**src/rtl/fct_credit_scheduler.sv**
```systemverilog
// Receive-side SpaceWire flow-control scheduler: tracks RX FIFO occupancy and
// outstanding credit, requests FCTs from the TX encoder and flags credit errors.
module fct_credit_scheduler #(
  parameter int AWIDTH     = 6,
  parameter int FIFO_CAP   = 63,
  parameter int MAX_CREDIT = 56,
  parameter int FCT_SIZE   = 8
) (
  input  logic              clock,
  input  logic              reset,
  input  logic              link_run,
  input  logic              rx_char_valid,
  input  logic              rx_rd_pulse,
  input  logic              fct_ack,
  output logic              fct_req,
  output logic              fct_sent,
  output logic [5:0]        credit_out,
  output logic [AWIDTH:0]   occupancy,
  output logic              credit_error
);

  localparam int SW = AWIDTH + 3;

  typedef enum logic [1:0] {IDLE, REQ, GAP} state_e;

  state_e          state_q, state_d;
  logic [5:0]      credit_q, credit_d;
  logic [AWIDTH:0] occ_q, occ_d;
  logic            sent_q, err_q, err_d;
  logic            ackAccepted, canGrant;
  logic [SW-1:0]   creditSum, headroom;

  // A grant is only safe if the far end stays within the credit ceiling and
  // every N-Char it may then send still fits in the FIFO.
  assign ackAccepted = (state_q == REQ) && fct_ack && link_run;
  assign creditSum   = SW'(credit_q) + SW'(FCT_SIZE);
  assign headroom    = SW'(occ_q) + SW'(credit_q) + SW'(FCT_SIZE);
  assign canGrant    = link_run && (creditSum <= SW'(MAX_CREDIT))
                       && (headroom <= SW'(FIFO_CAP));

  always_ff @(posedge clock or negedge reset) begin
    if (!reset) begin
      state_q  <= IDLE;
      credit_q <= '0;
      occ_q    <= '0;
      sent_q   <= 1'b0;
      err_q    <= 1'b0;
    end else begin
      state_q  <= state_d;
      credit_q <= credit_d;
      occ_q    <= occ_d;
      sent_q   <= ackAccepted;
      err_q    <= err_d;
    end
  end

  always_comb begin
    state_d = state_q;
    case (state_q)
      IDLE:    if (canGrant) state_d = REQ;
      REQ:     if (fct_ack) state_d = GAP;
      GAP:     state_d = IDLE;
      default: state_d = IDLE;
    endcase
    if (!link_run) state_d = IDLE;
  end

  // Link loss flushes the FIFO and forfeits all outstanding credit.
  always_comb begin
    credit_d = credit_q;
    occ_d    = occ_q;
    err_d    = rx_char_valid && (credit_q == 6'd0) && !ackAccepted;
    if (!link_run) begin
      credit_d = '0;
      occ_d    = '0;
    end else begin
      case ({ackAccepted, rx_char_valid})
        2'b11:   credit_d = credit_q + 6'(FCT_SIZE - 1);
        2'b10:   credit_d = credit_q + 6'(FCT_SIZE);
        2'b01:   credit_d = (credit_q == 6'd0) ? 6'd0 : credit_q - 6'd1;
        default: credit_d = credit_q;
      endcase
      if (rx_char_valid && !rx_rd_pulse && (occ_q != (AWIDTH+1)'(FIFO_CAP)))
        occ_d = occ_q + 1'b1;
      else if (rx_rd_pulse && !rx_char_valid && (occ_q != '0))
        occ_d = occ_q - 1'b1;
    end
  end

  assign fct_req      = (state_q == REQ);
  assign fct_sent     = sent_q;
  assign credit_out   = credit_q;
  assign occupancy    = occ_q;
  assign credit_error = err_q;

endmodule

```
**config.mk**
```make
export PLATFORM = sky130hd
export DESIGN_NAME = fct_credit_scheduler
export DESIGN_NICKNAME = d
export VERILOG_FILES = /design/src/rtl/fct_credit_scheduler.sv
export SDC_FILE = /design/constraint.sdc
export NUM_CORES = 1
export LEC_CHECK = 0
export CAP_MARGIN = 15
export CORE_AREA = 4 4 78 80
export CTS_CLUSTER_SIZE = 16
export DETAILED_ROUTE_END_ITERATION = 8
export DIE_AREA = 0 0 82 84
export SETUP_SLACK_MARGIN = 0.4
export SYNTH_ARGS = -nofsm -noshare
export SYNTH_HDL_FRONTEND = slang
export SYNTH_SLANG_ARGS = --single-unit
```
**constraint.sdc**
```tcl
create_clock -name clock -period 7.3 [get_ports clock]
set_input_delay 0.73 -clock clock [delete_from_list [all_inputs] [get_ports clock]]
set_output_delay 0.73 -clock clock [all_outputs]
set_load 0.005 [all_outputs]
```
## Word level (Yosys, flattened, before mapping)

Cells that the tools add are included.
Widths: inputs -> output; s select.

| storage, ports and cells | value |
|---|---|
| word-level logic and storage cells | 51 |
| output and inout port bits | 16 |
| flip-flop bits (word level) | 17 |

| cells by class | value |
|---|---|
| $lt $le $gt $ge | 2 |
| add/sub/neg operators | 8 |
| muxes and demuxes | 10 |
| eq/ne operators | 9 |
| reduce and logical (&&, ||, !) cells | 17 |

Operators with widths:

| kind | number |
|---|---|
| $mux 7 | 3 |
| $pmux 6 s3 | 1 |
| $mux 6 | 2 |
| $logic_and 1x1->1 | 10 |
| $add 8x4->9 const B | 1 |
| $le 9x6->1 const B | 1 |
| $add 7x6->8 | 1 |
| $add 6x4->7 const B | 1 |
| $add 7x1->7 const B | 1 |
| $le 7x6->1 const B | 1 |
| $ne 7x6->1 const B | 1 |
| $reduce_bool 7->1 | 1 |
| $sub 7x1->7 const B | 1 |
| $add 6x3->6 const B | 1 |
| $add 6x4->6 const B | 1 |
| $logic_not 6->1 | 1 |
| $mux 2 | 3 |
| $ne 3x3->1 const B | 2 |
| $sub 6x1->6 const B | 1 |
| $eq 2x1->1 const B | 2 |
| $eq 2x2->1 const B | 2 |
| $ne 4x1->1 const B | 1 |
| $pmux 2 s2 | 1 |
| $logic_not 1->1 | 3 |
| 3 further kinds | 3 |

## Longest topological paths before layout

Gate-level depths: netlist of run 1.

| depth | value |
|---|---|
| depth after elaboration | 7 |
| mapped depth | 10 |

## Worst setup path before layout of run 1

Ideal clock, no wire load.

| timing | value |
|---|---|
| path type | input port to flip-flop |
| start point | in rx_char_valid |
| end point | reg occ_q[6] (netlist: occupancy[6]) |
| slack | 4598 ps |
| library setup time | 137 ps |
| data arrival time | 2565 ps |
| stages on the path | 9 |
| cell sequence | inv_1 > a211oi_4 > inv_1 > ha_1 > nor2b_1 > o31a_1 > o22ai_1 > mux2i_1 > o221ai_1 |

| between the ends | value |
|---|---|
| cells in the longest elaborated chain, start to end | 4 |

RTL lines:

| item | RTL line | RTL |
|---|---|---|
| start: declaration | 12 | `input logic rx_char_valid,` |
| $logic_not 1->1 / $logic_and 1x1->1 (equally long branches) | 85, 83 |  |
| $logic_and 1x1->1 (on tied branches) | 85, 83 |  |
| $logic_and 1x1->1 / $mux 7 (equally long branches) | 85, 83 |  |
| $ne 3x1->1 (no source line) / $mux 7 (equally long branches) | n/a |  |
| end signal: assignment | 45 | `occ_q <= '0;` |
| end signal: assignment | 51 | `occ_q <= occ_d;` |
| end: declaration | 28 | `logic [AWIDTH:0] occ_q, occ_d;` |

Several ways; a longest one is shown, not always the timed one.
A chain may end at the register's enable or synchronous reset.

## Final worst setup path of run 1

Ends and elaborated chain as after synthesis.

==> results.sh, run 1 <==
export IMPL_layoutNonFillerInstCount=268
export IMPL_critical_path_top_delay_family="buffers and inverters"
export IMPL_place_ws_ns=3.66
export IMPL_cts_root_buffer_cell="clkbuf_8"
export IMPL_antenna_found_initial=0
export IMPL_syn_area_per_cell_um2=8.97
export IMPL_ys_flop_type="dfrtp_1"
export IMPL_dpl_hpwl_mm=2.87
export IMPL_finClkSkew_ns=0.00708
export IMPL_gr_total_overflow=0
export IMPL_final_max_slew_violation_count=0
export IMPL_worst_pin_slew_ns=0.820
export IMPL_cp_end_kind="flip-flop"
export IMPL_crit_path_frequent_cell="inv_1"
export IMPL_tns_ns=0
export IMPL_syn_nets=209
export IMPL_finalHoldViolCount=0
export IMPL_crit_buf_inv=3
export IMPL_utilization=0.350
export IMPL_ioPinCount=22
export IMPL_clockBufferDepth=2
export IMPL_coreArea_um2=5410
export IMPL_cts_hold_buf=0
export IMPL_grt_pass1_wl_mm=6.33
export IMPL_antenna_cells=0
export IMPL_num_vias=1328
export IMPL_cts_resized=0
export IMPL_cts_max_level=1
export IMPL_clk_latency_ns=0.26
export IMPL_hp_class="reg -> reg"
export IMPL_grt_pass1_vias=1350
export IMPL_slowest_delay_ns=0.61
export IMPL_ys_types=46
export IMPL_clock_sinks=17
export IMPL_leakage_nw=0.861
export IMPL_finalCritPeriodShare=0.464
export IMPL_firstDrtPassIters=4
export IMPL_cpMaxStageDelayCell="clkdlybuf4s50_1"
export IMPL_drc=0
export IMPL_ys_ff_latch=17
export IMPL_num_rows=27
export IMPL_routabilityCongestion=0.828
export IMPL_synth_area_um2=1570
export IMPL_wirelength_mm=3.69
export IMPL_layout_min_cycle_time_ns=3.38
export IMPL_die_h_um=84
export IMPL_fmax_mhz=295
export IMPL_yosysSeqAreaShare=0.271
export IMPL_crit_required_ns=7.43
export IMPL_p_per_area_nw_per_um2=284
export IMPL_synthCells=175
export IMPL_ir_drop_mv=0.160
export IMPL_rsz0062_at_grt="false"
export IMPL_synth_edff_count=0
export IMPL_setup_ws_ns=3.92
export IMPL_async_flop_share=1.00
export IMPL_cts_tree="yes"
export IMPL_drv_cap=0
export IMPL_grt_total_usage=0.117
export IMPL_io_buffers=21
export IMPL_drt_iter0_drc=60
export IMPL_cts_buffers=3
export IMPL_path_clk_slew_ns=0.08
export IMPL_via_per_inst=4.96
export IMPL_multi_input_area_um2=1050
export IMPL_nNetsFinal=231
export IMPL_register_area_um2=425
export IMPL_die_area_um2=6890
export IMPL_path_class="in -> reg"
export IMPL_cp_max_fo=7
export IMPL_fillers=563
export IMPL_die_w_um=82
export IMPL_slew_headroom=0.452
export IMPL_yosysWarnings=0
export IMPL_place_inst=264
export IMPL_drive_above_1_share=0.0561
export IMPL_start_util=0.291
export IMPL_start_kind="input port"
export IMPL_cp_arrival_ns=3.51
export IMPL_grt_start_max_net_pins=18
export IMPL_avgRoutedWirePerCell_um=13.8
export IMPL_status="finished clean"
export IMPL_setup_viol=0
export IMPL_ant_nets=0
export IMPL_postCtsSetupRepairBufs=0
export IMPL_areaGrowthSynthToFinish_pct=20.6
export IMPL_crit_chain="clkdlybuf4s50_1 -> inv_1 -> a211oi_4 -> inv_1 -> ha_1 -> nor2b_1 -> o31a_1 -> o22ai_1 -> mux2i_1 -> o221ai_1"
## sequential cells by signal, indices dropped and copies added (netlist names)
signal and count:
state_q 2, occupancy 7, fct_sent 1, credit_out 6, credit_error 1
## cells by family after synthesis
| logic type | share of synthesized area |
|---|---|
| compound gates | 0.210 |
| flops | 0.271 |
| xor+xnor | 0.0335 |
| simple gates | 0.188 |
| buf+inv | 0.0582 |
| fa+ha+maj | 0.233 |
| mux | 0.00637 |
## layout make-up
type,count,area share
multi-input cells,136,0.557
flip-flops and latches,17,0.225
repair buffers,21,0.111
well taps,72,0.0476
inverters,18,0.0357
clock buffers,3,0.0218
clock inverters,1,0.00264
## metal layers
metal / wire length [µm] / track usage
met1: 1700 / 0.148
met2: 1850 / 0.198
met3: 141 / 0.0302
met4: 0 / 0.0181
met5: 0 / 0
## synthesized netlist by cell type (2+ instances only)
cell type | n | area [µm²]
a211oi_1 | 2 | 15.0
a21o_1 | 2 | 15.0
a21oi_1 | 11 | 55.1
a221o_1 | 2 | 20.0
and3_1 | 3 | 18.8
clkbuf_1 | 2 | 7.51
dfrtp_1 | 17 | 425
fa_1 | 2 | 40.0
ha_1 | 26 | 325
inv_1 | 18 | 67.6
nand2_1 | 14 | 52.6
nand2b_1 | 6 | 37.5
nand3_1 | 6 | 30.0
nand4_1 | 2 | 12.5
nor2_1 | 5 | 18.8
nor2b_1 | 4 | 25.0
nor3_1 | 3 | 15.0
nor3b_1 | 2 | 15.0
nor4_1 | 2 | 12.5
o21a_1 | 3 | 22.5
o21ai_0 | 11 | 55.1
o22ai_1 | 2 | 12.5
o31ai_1 | 2 | 15.0
or2_2 | 2 | 12.5
xnor2_1 | 2 | 17.5
xor2_1 | 4 | 35.0
## layout by cell type (no fill, tap or decap), types with 3 or more instances in the layout
cell type        count
nand2b_1             6
and3_1               3
clkdlybuf4s50_1     21
nor2b_1              4
inv_1               18
nor3_1               3
a21oi_1             11
dfrtp_1             17
o21a_1               3
nand3_1              6
nor2_1               5
nand2_1             14
xor2_1               4
o21ai_0             11
clkbuf_8             3
ha_1                26
## worst min-delay path, cell delays in order, from the launching register on
cell and delay, ns:
dfrtp_1 0.34, nor4_1 0.05, nand4_1 0.08, o22ai_1 0.07
## power breakdown
| group | switching (mW) | total, mW | internal [mW] | leakage (nW) |
|---|---|---|---|---|
| registers | 0.0438 | 0.163 | 0.119 | 0.223 |
| clock network | 0.0359 | 0.0738 | 0.0379 | 0.0255 |
| logic | 0.143 | 0.301 | 0.158 | 0.612 |
## stage by stage
| stage | hold slack [ns] | power [mW] | instance area [µm²] |
|---|---|---|---|
| floorplan | 0.434 | 0.361 | 1570 |
| global placement | 0.567 | 0.463 | 1850 |
| detailed placement | 0.579 | 0.467 | 1850 |
| CTS | 0.589 | 0.545 | 1890 |
| global route | 0.628 | 0.593 | 1890 |
| finish | 0.585 | 0.537 | 1890 |
## worst paths after layout
kind / startpoint / endpoint / slack, ns / cells after the start
max in group asynchronous: reset / occupancy[0]$_DFFE_PN0P_ / 5.84 / 1
min reg2reg: state_q[0]$_DFFE_PN0P_ / state_q[0]$_DFFE_PN0P_ / 0.59 / 3
min in group asynchronous: reset / state_q[1]$_DFFE_PN0P_ / 0.94 / 1
max: rx_char_valid / occupancy[6]$_DFFE_PN0P_ / 3.92 / 10
max reg2reg: occupancy[3]$_DFFE_PN0P_ / occupancy[6]$_DFFE_PN0P_ / 4.48 / 9
min: state_q[0]$_DFFE_PN0P_ / state_q[0]$_DFFE_PN0P_ / 0.59 / 3
Power figures use the tool's default switching activity.
==> run 2, diff against run 1 <==
- clock period: 7.3 -> 2.7 ns (I/O delays scaled with it)
==> run 2 against run 1 <==
Compared with the run above: register-to-register slack worse by 4.0 ns; count of clock-buffer cells in the layout is the same; critical path depth is 1 lower; sequential cell count did not move; first-iteration DRC count is 3.3% higher; design area increased by 9.5%; core utilization increased by 3.3 points; routed wire length is 6.2% higher; die area did not move; largest power group unchanged.
==> results.sh, run 2 (synthesis gave the netlist of run 1 again) <==
export IMPL_status="finished clean"
export IMPL_rsz0062_at_grt="true"
export IMPL_cts_buffers=3
export IMPL_grt_pass1_vias=1426
export IMPL_start_util=0.291
export IMPL_num_vias=1391
export IMPL_firstDrtPassIters=4
export IMPL_drive_above_1_share=0.174
export IMPL_grt_total_usage=0.125
export IMPL_pwr_share_comb=0.636
export IMPL_crit_required_ns=2.83
export IMPL_gr_total_overflow=0
export IMPL_drc=0
export IMPL_startpoint="occupancy[2]$_DFFE_PN0P_"
export IMPL_finalHoldViolCount=0
export IMPL_clock_sinks=17
export IMPL_path_clk_slew_ns=0.08
export IMPL_ant_nets=0
export IMPL_switchingPower_mw=0.640
export IMPL_clk_latency_ns=0.26
export IMPL_drt_iter0_drc=62
export IMPL_via_per_inst=4.88
export IMPL_fmax_mhz=444
export IMPL_cts_tree="yes"
export IMPL_clockBufferDepth=2
export IMPL_met3_usage=0.0281
export IMPL_wirelength_mm=3.92
export IMPL_internal_power_mw=0.959
export IMPL_areaGrowthSynthToFinish_pct=32.0
export IMPL_slew_headroom=0.448
export IMPL_cp_max_fo=5
export IMPL_utilization=0.383
export IMPL_grt_pass1_wl_mm=6.82
export IMPL_ir_drop_mv=0.351
export IMPL_cts_root_buffer_cell="clkbuf_8"
export IMPL_p_per_area_nw_per_um2=772
export IMPL_r2r_start="occupancy[2]$_DFFE_PN0P_"
export IMPL_start_kind="flip-flop"
export IMPL_antenna_found_initial=0
export IMPL_power_frac_clock=0.125
export IMPL_grtUsageMet1=0.173
export IMPL_leakage_nw=0.947
export IMPL_setup_viol=0
export IMPL_die_w_um=82
export IMPL_layout_cells_most_common="ha_1"
export IMPL_die_area_um2=6890
export IMPL_num_rows=27
export IMPL_antenna_cells=0
export IMPL_finClkSkew_ns=0.00530
export IMPL_cts_hold_buf=0
export IMPL_coreArea_um2=5410
export IMPL_avgRoutedWirePerCell_um=13.8
export IMPL_largest_reg_flops=7
export IMPL_final_max_slew_violation_count=0
export IMPL_finalCritPeriodShare=0.834
export IMPL_drv_cap=0
export IMPL_fillers=566
export IMPL_ioPinCount=22
export IMPL_die_h_um=84
export IMPL_layout_common_cells="23 x ha_1, 21 x clkdlybuf4s50_1, 17 x inv_1, 17 x buf_4"
export IMPL_grt_busiest_layer="met2"
export IMPL_worst_pin_slew_ns=0.825
export IMPL_hp_class="in -> async"
export IMPL_routabilityCongestion=0.907
export IMPL_p_seq_frac=0.239
export IMPL_sw_frac_of_total=0.400
export IMPL_tns_ns=0
export IMPL_cp_arrival_ns=2.38
export IMPL_grtUsageMet2=0.199
export IMPL_grt_start_max_net_pins=18
export IMPL_cts_max_level=1
export IMPL_nNetsFinal=248
export IMPL_layout_min_cycle_time_ns=2.25
export IMPL_io_buffers=21
export IMPL_dpl_hpwl_mm=2.98
export IMPL_path_class="reg -> reg"
export IMPL_cp_end_kind="flip-flop"
run 2: power by group through the flow:
stage	logic (mW)	clock network, mW	registers, mW
2_1_floorplan	0.605	0	0.418
6_report	1.02	0.200	0.382
4_1_cts	1.03	0.210	0.384
3_3_place_gp	0.939	0	0.416
5_1_grt	1.15	0.219	0.396
3_5_place_dp	0.953	0	0.416
run 2: stage by stage:
| step | setup WS [ns] | power [mW] | hold WS [ns] | cells | cell area (µm²) |
|---|---|---|---|---|---|
| after floorplan | 0.319 | 1.02 | -0.0256 | 175 | 1620 |
| after global placement | 0.193 | 1.35 | 0.568 | 276 | 1990 |
| after detailed placement | 0.170 | 1.37 | 0.573 | 276 | 1990 |
| after CTS | 0.411 | 1.62 | 0.520 | 285 | 2070 |
| after global routing | 0.274 | 1.76 | 0.558 | 285 | 2070 |
| final | 0.449 | 1.60 | 0.483 | 285 | 2070 |
run 2: critical path: stages, from the launching register on:
cell and delay, ns:
dfrtp_1 0.38, and3_1 0.22, a211oi_4 0.27, inv_2 0.13
ha_4 0.24, nor2b_1 0.14, o31a_1 0.27, o22ai_2 0.15
mux2i_1 0.21, o221ai_1 0.12
run 2: layer usage:
layer  share of wire  routed length, µm
met1            0.46               1790
met2            0.48               1900
met5               0                  0
met4           0.014                 53
met3           0.045                178
run 2: path summary, 6_finish.rpt:
check	endpoint	slack [ns]	cells past startpoint
worst max-delay path	occupancy[6]$_DFFE_PN0P_	0.45	9
worst min-delay path	credit_out[5]$_DFFE_PN0P_	0.48	1
worst max register to register	occupancy[6]$_DFFE_PN0P_	0.45	9
worst min register to register	state_q[0]$_DFFE_PN0P_	0.58	3
max in group asynchronous	occupancy[3]$_DFFE_PN0P_	1.65	1
min in group clock	state_q[0]$_DFFE_PN0P_	0.58	3
run 2: repair_timing:
item / in CTS / in global routing
setup endpoints to repair: 2 / 2
pin swaps: 2 / 3
resized for setup: 2 / 1
buffers inserted: 5 / 0
run 2: area by class of cell:
class,instances,area [µm²],share of cell area
Clock buffer,3,41.3,0.0199
Multi-Input combinational cell,136,1100,0.531
Clock inverter,1,5.00,0.00242
Inverter,18,67.6,0.0326
Timing Repair Buffer,38,338,0.163
Tap cell,72,90.1,0.0435
Sequential cell,17,429,0.207
==> run 3, diff against run 2 <==
- clock period: 2.7 -> 2.3 ns (I/O delays scaled with it)
==> run 3 against run 2 <==
Compared with the run above: non-clock buffer count rose by 13; final cell count rose by 4.6%; sequential share of layout area fell by 1.9 points; clock power rose by 16%; sequential cell count did not move; clock skew fell by 0.0017 ns; count of clock-buffer cells in the layout rose by 1; routed wire length rose by 7.1%; hold slack got worse by 0.18 ns; design area rose by 9.9%; global-route usage rose by 0.23 points; die area did not move; highest routed layer unchanged.
==> results.sh, run 3 (synthesis gave the netlist of run 1 again) <==
export IMPL_num_vias=1460
export IMPL_crit_chain="and4b_1 -> a211oi_4 -> inv_4 -> ha_4 -> and2_1 -> a311o_1 -> a21oi_2 -> xor2_1 -> o21ai_0"
export IMPL_via_per_inst=4.90
export IMPL_nNetsFinal=261
export IMPL_dpl_hpwl_mm=3.16
export IMPL_drc=0
export IMPL_ir_drop_mv=0.468
export IMPL_place_ws_ns=-0.203
export IMPL_finClkSkew_ns=0.00358
export IMPL_gr_total_overflow=0
export IMPL_cts_root_buffer_cell="clkbuf_8"
export IMPL_num_rows=27
export IMPL_layout_common_cells="29 x buf_4, 21 x clkdlybuf4s50_1, 20 x ha_1"
export IMPL_setup_viol=0
export IMPL_r2r_cells=9
export IMPL_grt_total_usage=0.127
export IMPL_utilization=0.421
export IMPL_fmax_mhz=450
export IMPL_antenna_cells=0
export IMPL_cts_max_level=1
export IMPL_largest_reg_flops=7
export IMPL_crit_required_ns=2.43
export IMPL_slew_headroom=0.736
export IMPL_p_per_area_nw_per_um2=921
export IMPL_ant_nets=0
export IMPL_setup_ws_ns=0.0767
export IMPL_drive_above_1_share=0.296
export IMPL_die_h_um=84
export IMPL_grt_pass1_vias=1408
export IMPL_die_w_um=82
export IMPL_antenna_found_initial=0
export IMPL_cp_max_fo=6
export IMPL_drv_cap=0
export IMPL_cpMaxStageDelayCell="dfrtp_1"
export IMPL_worst_pin_slew_ns=0.392
export IMPL_die_area_um2=6890
export IMPL_grt_start_max_net_pins=18
export IMPL_path_class="reg -> reg"
export IMPL_avgRoutedWirePerCell_um=14.1
export IMPL_firstDrtPassIters=4
export IMPL_drt_iter0_drc=43
export IMPL_cts_hold_buf=0
export IMPL_final_max_slew_violation_count=0
export IMPL_finalHoldViolCount=0
export IMPL_wirelength_mm=4.20
export IMPL_clk_latency_ns=0.25
export IMPL_clockBufferDepth=2
export IMPL_layout_cells_most_common="buf_4"
export IMPL_cp_arrival_ns=2.35
export IMPL_grt_pass1_wl_mm=6.93
export IMPL_slowest_delay_ns=0.37
export IMPL_hp_class="in -> async"
export IMPL_leakage_nw=1.02
export IMPL_ioPinCount=22
export IMPL_status="finished clean"
export IMPL_hold_slack_ns=0.299
export IMPL_io_buffers=21
export IMPL_cp_end_kind="flip-flop"
export IMPL_finalCritPeriodShare=0.967
export IMPL_start_kind="flip-flop"
export IMPL_start_util=0.291
export IMPL_areaGrowthSynthToFinish_pct=45.0
export IMPL_cts_tree="yes"
export IMPL_layout_min_cycle_time_ns=2.22
export IMPL_r2r_setup_slack_ns=0.08
export IMPL_routabilityCongestion=0.865
export IMPL_path_clk_slew_ns=0.07
export IMPL_cts_buffers=3
export IMPL_rsz0062_at_grt="true"
export IMPL_p_total_mw=2.10
export IMPL_clock_sinks=17
export IMPL_coreArea_um2=5410
-- run 3: changes by cell type in the layout (fill, tap and decap cells not counted), moves of 3 or more --
cell and delta:
ha_4 +3, ha_1 -3, nor2b_1 -3, buf_4 +12
-- run 3: timing repair --
item                       4_1_cts  5_1_grt
gates cloned                     0        0
buffers inserted                 4        0
gates resized for setup         12       12
setup endpoints to repair        7       10
pin swaps                       10        7
-- run 3: where the power goes --
part / total (mW) / internal, mW / leakage, nW / switching [mW]
Clock: 0.233 / 0.123 / 0.0228 / 0.110
Sequential: 0.435 / 0.380 / 0.221 / 0.0551
Combinational: 1.43 / 0.756 / 0.781 / 0.673
Total: 2.10 / 1.26 / 1.02 / 0.839
-- run 3: layout make-up --
type	count	area [µm²]
inverters	18	70.1
multi-input cells	136	1200
fillers	548	3130
flip-flops and latches	17	428
well taps	72	90.1
repair buffers	51	439
clock buffers	4	45.0
-- run 3: worst max-delay path: cells and delay by family, from the launching register on --
kind | cells | cell delay, ns
compound gates | 4 | 0.83
simple gates | 2 | 0.40
flops | 1 | 0.37
fa+ha+maj | 1 | 0.25
xor+xnor | 1 | 0.14
buf+inv | 1 | 0.11
-- run 3: per-stage QoR --
stage / cells / area [µm²] / TNS [ns]
after global placement: 290 / 2100 / -0.359
after floorplan: 175 / 1630 / -0.125
final: 298 / 2280 / 0
after global routing: 298 / 2280 / -0.109
after CTS: 298 / 2220 / 0
after detailed placement: 290 / 2100 / -0.436
-- run 3: final timing paths --
| path | from | to |
|---|---|---|
| worst max-delay path | occupancy[4]$_DFFE_PN0P_ | occupancy[5]$_DFFE_PN0P_ |
| worst min-delay path | reset | state_q[0]$_DFFE_PN0P_ |
| worst max register to register | occupancy[4]$_DFFE_PN0P_ | occupancy[5]$_DFFE_PN0P_ |
| worst min register to register | state_q[0]$_DFFE_PN0P_ | state_q[0]$_DFFE_PN0P_ |
| min in group clock | state_q[0]$_DFFE_PN0P_ | state_q[0]$_DFFE_PN0P_ |
| max in group asynchronous | reset | occupancy[1]$_DFFE_PN0P_ |
-- run 3: routing by layer --
layer	vias to the layer above	global-route usage	wire (µm)
li1	728	-	-
met1	697	0.172	1970
met2	27	0.204	2010
met3	8	0.0292	139
met4	0	0.0302	80
met5	-	0	0
